**config.mk**
```make
export PLATFORM = sky130hd
export DESIGN_NAME = cpu_sequencer
export DESIGN_NICKNAME = d
export VERILOG_FILES = /design/src/rtl/cpu_sequencer.sv
export SDC_FILE = /design/constraint.sdc
export NUM_CORES = 1
export LEC_CHECK = 0
export BUFFER_PORTS_ARGS = -buffer_cell sky130_fd_sc_hd__buf_2
export CORE_MARGIN = 3
export CORE_UTILIZATION = 40
export DETAILED_ROUTE_END_ITERATION = 8
export GPL_ROUTABILITY_DRIVEN = 0
export PLACE_DENSITY = 0.69
export SETUP_SLACK_MARGIN = 0.3
export SLEW_MARGIN = 15
export SYNTH_ARGS = -nofsm -noshare
export SYNTH_HDL_FRONTEND = slang
export SYNTH_SLANG_ARGS = --single-unit
```
**constraint.sdc**
```tcl
create_clock -name clk -period 2.74 [get_ports clk]
set_clock_uncertainty 0.15 [all_clocks]
set_input_delay 0.548 -clock clk [delete_from_list [all_inputs] [get_ports clk]]
set_output_delay 0.548 -clock clk [all_outputs]
set_load 0.05 [all_outputs]
```
**src/rtl/cpu_sequencer.sv**
```systemverilog
// cpu_sequencer: multi-cycle FETCH/DECODE/EXECUTE sequencer for the i281 core.
// Sits between controllogic and the datapath. State-changing enables reach the
// datapath only in EXECUTE. Adds run/stop, single-step, halt request and a
// saturating retired-instruction counter.
//
// Build option: define BREAKPOINT_EN to halt when the post-instruction PC
// matches bp_addr. Without it, bp_addr/bp_valid are ignored and bp_hit is 0.
//
// state    | meaning
// ---------+---------------------------------------------------------------
// IDLE     | out of reset, waiting for run or step
// FETCH    | ir_load strobe, enables masked
// DECODE   | controllogic settles, enables masked
// EXECUTE  | full control word issued, instruction retires
// HALTED   | stopped by one-shot, run=0, halt_req or breakpoint
module cpu_sequencer #(
   parameter int          PC_W    = 6,
   parameter int          CNT_W   = 16,
   parameter logic [1:18] WE_MASK = 18'b001000000100000110
) (
   input  logic             clk,
   input  logic             reset,
   input  logic             run,
   input  logic             step,
   input  logic             halt_req,
   input  logic [1:18]      ctrl_in,
   input  logic [PC_W-1:0]  pc_in,
   input  logic [PC_W-1:0]  bp_addr,
   input  logic             bp_valid,
   output logic [1:18]      ctrl_out,
   output logic             ir_load,
   output logic [2:0]       state_out,
   output logic             halted,
   output logic [CNT_W-1:0] instr_count,
   output logic             bp_hit
);

   typedef enum logic [2:0] {
      S_IDLE    = 3'd0,
      S_FETCH   = 3'd1,
      S_DECODE  = 3'd2,
      S_EXECUTE = 3'd3,
      S_HALTED  = 3'd4
   } state_t;

   localparam logic [CNT_W-1:0] CNT_ONE = {{(CNT_W-1){1'b0}}, 1'b1};

   state_t           state_q, state_d;
   logic             oneshot_q, oneshot_d;
   logic             run_q;
   logic [1:18]      ctrl_q;
   logic             ir_load_q;
   logic             halted_q;
   logic [CNT_W-1:0] cnt_q;
   logic             bp_match;
   logic             bp_set;
   logic             bp_clr;

   // Next-state decode; halt_req dominates both restart sources in HALTED.
   always_comb begin
      state_d   = state_q;
      oneshot_d = oneshot_q;
      bp_set    = 1'b0;
      bp_clr    = 1'b0;
      case (state_q)
         S_IDLE: begin
            if (run) begin
               state_d   = S_FETCH;
               oneshot_d = 1'b0;
            end else if (step) begin
               state_d   = S_FETCH;
               oneshot_d = 1'b1;
            end
         end
         S_FETCH: begin
            // A breakpoint turns the speculative fetch into a stop before
            // any enable of the next instruction is issued.
            if (bp_match) begin
               state_d = S_HALTED;
               bp_set  = 1'b1;
            end else begin
               state_d = S_DECODE;
            end
         end
         S_DECODE: state_d = S_EXECUTE;
         S_EXECUTE: begin
            if (oneshot_q || !run || halt_req) state_d = S_HALTED;
            else                               state_d = S_FETCH;
         end
         S_HALTED: begin
            if (!halt_req) begin
               if (run && !run_q) begin
                  state_d   = S_FETCH;
                  oneshot_d = 1'b0;
                  bp_clr    = 1'b1;
               end else if (step) begin
                  state_d   = S_FETCH;
                  oneshot_d = 1'b1;
                  bp_clr    = 1'b1;
               end
            end
         end
         default: state_d = S_IDLE;
      endcase
   end

   // FSM register with outputs registered alongside the state they belong to.
   always_ff @(posedge clk) begin
      if (reset) begin
         state_q   <= S_IDLE;
         oneshot_q <= 1'b0;
         run_q     <= 1'b0;
         ctrl_q    <= '0;
         ir_load_q <= 1'b0;
         halted_q  <= 1'b1;
         cnt_q     <= '0;
      end else begin
         state_q   <= state_d;
         oneshot_q <= oneshot_d;
         run_q     <= run;
         ir_load_q <= (state_d == S_FETCH);
         halted_q  <= (state_d == S_IDLE) || (state_d == S_HALTED);
         case (state_d)
            S_EXECUTE: ctrl_q <= ctrl_in;
            S_IDLE:    ctrl_q <= '0;
            default:   ctrl_q <= ctrl_in & ~WE_MASK;
         endcase
         if ((state_q == S_EXECUTE) && (cnt_q != '1)) cnt_q <= cnt_q + CNT_ONE;
      end
   end

`ifdef BREAKPOINT_EN
   logic bp_chk_q;
   logic bp_hit_q;

   assign bp_match = bp_chk_q && bp_valid && (pc_in == bp_addr);

   // Arm the compare for the cycle right after a free-run EXECUTE, when
   // pc_in reflects the retired instruction; bp_hit is sticky until restart.
   always_ff @(posedge clk) begin
      if (reset) begin
         bp_chk_q <= 1'b0;
         bp_hit_q <= 1'b0;
      end else begin
         bp_chk_q <= (state_q == S_EXECUTE) && (state_d == S_FETCH);
         if (bp_set)      bp_hit_q <= 1'b1;
         else if (bp_clr) bp_hit_q <= 1'b0;
      end
   end

   assign bp_hit = bp_hit_q;
`else
   logic unused_bp;

   assign bp_match  = 1'b0;
   assign bp_hit    = 1'b0;
   assign unused_bp = ^{bp_addr, bp_valid, pc_in, bp_set, bp_clr};
`endif

   assign ctrl_out    = ctrl_q;
   assign ir_load     = ir_load_q;
   assign state_out   = state_q;
   assign halted      = halted_q;
   assign instr_count = cnt_q;

endmodule

```
==> flow_summary.toml <==
[floorplanning]
initial_core_util_pct = 43.1
die_h_um = 72.8
io_pins = 76
die_w_um = 72.8
die_area_um2 = 5300
core_um2 = 4140
rows = 23

[yosys]
synthTopCellsByArea = "dfxtp_1, a21oi_1, nand2b_1"
postSynthAreaPerCell_um2 = 9.16
yosysSeqAreaShare_pct = 45.9
yosysWarnings = 0
synth_largest_area_cell = "dfxtp_1"
syn_inst = 195
synth-edff-count = 0
syn_nets = 232
syn_area_um2 = 1790
synthArstFlopShare_pct = 0
synth_top_area_share_pct = 45.9
synth_top_flop_cell = "dfxtp_1"
synth_seq_cells = 41
yosysUniqueCellTypes = 47

[clock_network]
clock_latency_ps = 290
postCtsHoldBufs = 0
cts.clk_slew.worst_paths_ps = 80
htreeDepth = 2
root_buffer = "clkbuf_8"
clock_tree.buffer_depth = 2
numCtsBuffers = 5
cts_sinks = 41
cts_setup_buffers = 0
cts_resized = 0
cts_tree = "yes"

[pwr]
combPwrFrac_pct = 29.1
peakVddDrop_uv = 507
p_sw_uw = 594
power_density_nw_per_um2 = 756
leakage_uw = 0.000967
switching_share_pct = 35.4
seqPwrFrac_pct = 41.0
pwr-share-clk_pct = 29.9
power.internal_uw = 1090

[sta]
worst-slew-pin-transition_ps = 653
slew_viol_final = 0
setup_tns_ps = 0
post-route-period-util_pct = 78.6
finalSetupViolations = 0
hold_viol_final = 0
rsz0062_at_grt = "no"
min_period_ps = 2150
clock.fmax_ghz = 0.465
max_slew_margin_pct = 56.5

[layout]
syn_to_final_growth_pct = 24.4
multi_input_area_um2 = 873
antenna_cells = 0
finalNetCount = 290
layout_common_cells = "buf_2, dfxtp_1, a21oi_1, nand2b_1, nor2_1"
regArea_um2 = 821
drive_gt1_share_pct = 33.5
mostFrequentLayoutCell = "buf_2"
post-route-util_pct = 53.7
fill_cells = 409

[worst_setup_path]
cp.required_ps = 2810
cpPeakStageDelay_ps = 410
arrival_ps = 2220
endpoint_kind = "register"
startpoint_type = "register"
crit_path_max_fanout = 8
crit_path_cell_trace = "ha_1 -> and4b_1 -> nand4_1 -> or3_1 -> a21oi_1"
critPathSlowestCell = "and4b_1"
critical_path_class = "reg2reg"

[global_route]
grt_max_degree = 43
grt_pass1_wl_mm = 6.21
antenna_found_initial = 0
first_global_vias = 1464
grt.overflow.total = 0
grt.total_usage_pct = 14.7

[route]
via_per_inst = 5.16
vias = 1569
firstDrtPassIters = 4
ant_nets = 0
routedWlPerCell_um = 12.5
drt-total-wl_mm = 3.80
drtIter0Drc = 68
drc = 0

[run_status]
outcome = "finished, final reports clean"

[flow_run]
cap_viol_max_count = 0

[place]
portBuffers = 61
hpwl_mm = 2.68

[min_path]
hold_path.class = "in2reg"
[metal layers]
metal  wire (um)  global-route usage [%]  vias to the layer above
li1            -                       -                      809
met1        1740                    17.7                      712
met2        1830                    24.5                       42
met3         184                    3.31                        6
met4          49                    6.97                        0
met5           0                       0                        -
[state kept, by name, indices dropped and copies added, names as in the netlist]
name,flops
ctrl_out,18
halted,1
instr_count,16
ir_load,1
oneshot_q,1
run_q,1
state_out,3
[cell families after synthesis]
family	share of synthesized area, %
AOI/OAI and AO/OA	16.2
xor gates and xnor gates	0.490
adders and majority gates	0.700
buffers and inverters	5.53
DFF	45.9
muxes	3.08
other	0.210
and+or+nand+nor	27.9
[path summary, 6_finish.rpt]
check                      start         endpoint  slack (ps)  depth (start not counted)
setup / recovery  instr_count[0]  instr_count[10]         590                          5
hold / removal        ctrl_in[9]      ctrl_out[9]         330                          3
setup reg to reg  instr_count[0]  instr_count[10]         590                          5
hold reg to reg   instr_count[1]   instr_count[1]         360                          2
[cell usage after synthesis, types with 2 or more instances]
master    count
a211oi_1      3
a21oi_1      23
a311oi_1      3
a31oi_1       4
and3_1        2
buf_2         3
buf_4         5
clkbuf_1      3
dfxtp_1      41
inv_1         5
mux2_2        4
nand2_1       8
nand2b_1     17
nand3_1       4
nand4_1       3
nor2_1       13
nor2b_1       5
nor3_1        5
nor3b_1       5
o21ai_0       5
o31ai_1       3
or3_1         6
[power by group through the flow]
stage | Sequential [uW] | Clock (uW) | Combinational, uW
final | 689 | 501 | 489
after floorplan | 909 | 0 | 171
after CTS | 690 | 518 | 492
after global placement | 703 | 0 | 489
after global routing | 696 | 537 | 525
after detailed placement | 704 | 0 | 491
[worst max-delay path: cells and delay by family, from the launching register on]
family / cells / cell delay [ps]
simple gates: 3 / 1090
compound gates: 1 / 130
fa+ha+maj: 1 / 330
flops: 1 / 390
[final cells by class]
class | instances | share of cell area [%]
clock buffers | 6 | 3.71
clock inverters | 2 | 1.69
inverters | 5 | 0.844
multi-input cells | 136 | 39.3
flip-flops and latches | 41 | 36.9
well taps | 50 | 2.81
repair buffers | 64 | 14.7
[metrics by stage]
stage / std cells / instance area [um^2] / hold WS (ps) / power (uW) / setup WS [ps]
after floorplan: 195 / 1790 / 330 / 1080 / 492
after global placement: 296 / 2100 / 336 / 1190 / 642
after detailed placement: 296 / 2100 / 348 / 1190 / 601
after CTS: 304 / 2220 / 323 / 1700 / 578
after global routing: 304 / 2220 / 326 / 1760 / 387
final: 304 / 2220 / 329 / 1680 / 588
Power figures use the tool's default switching activity.
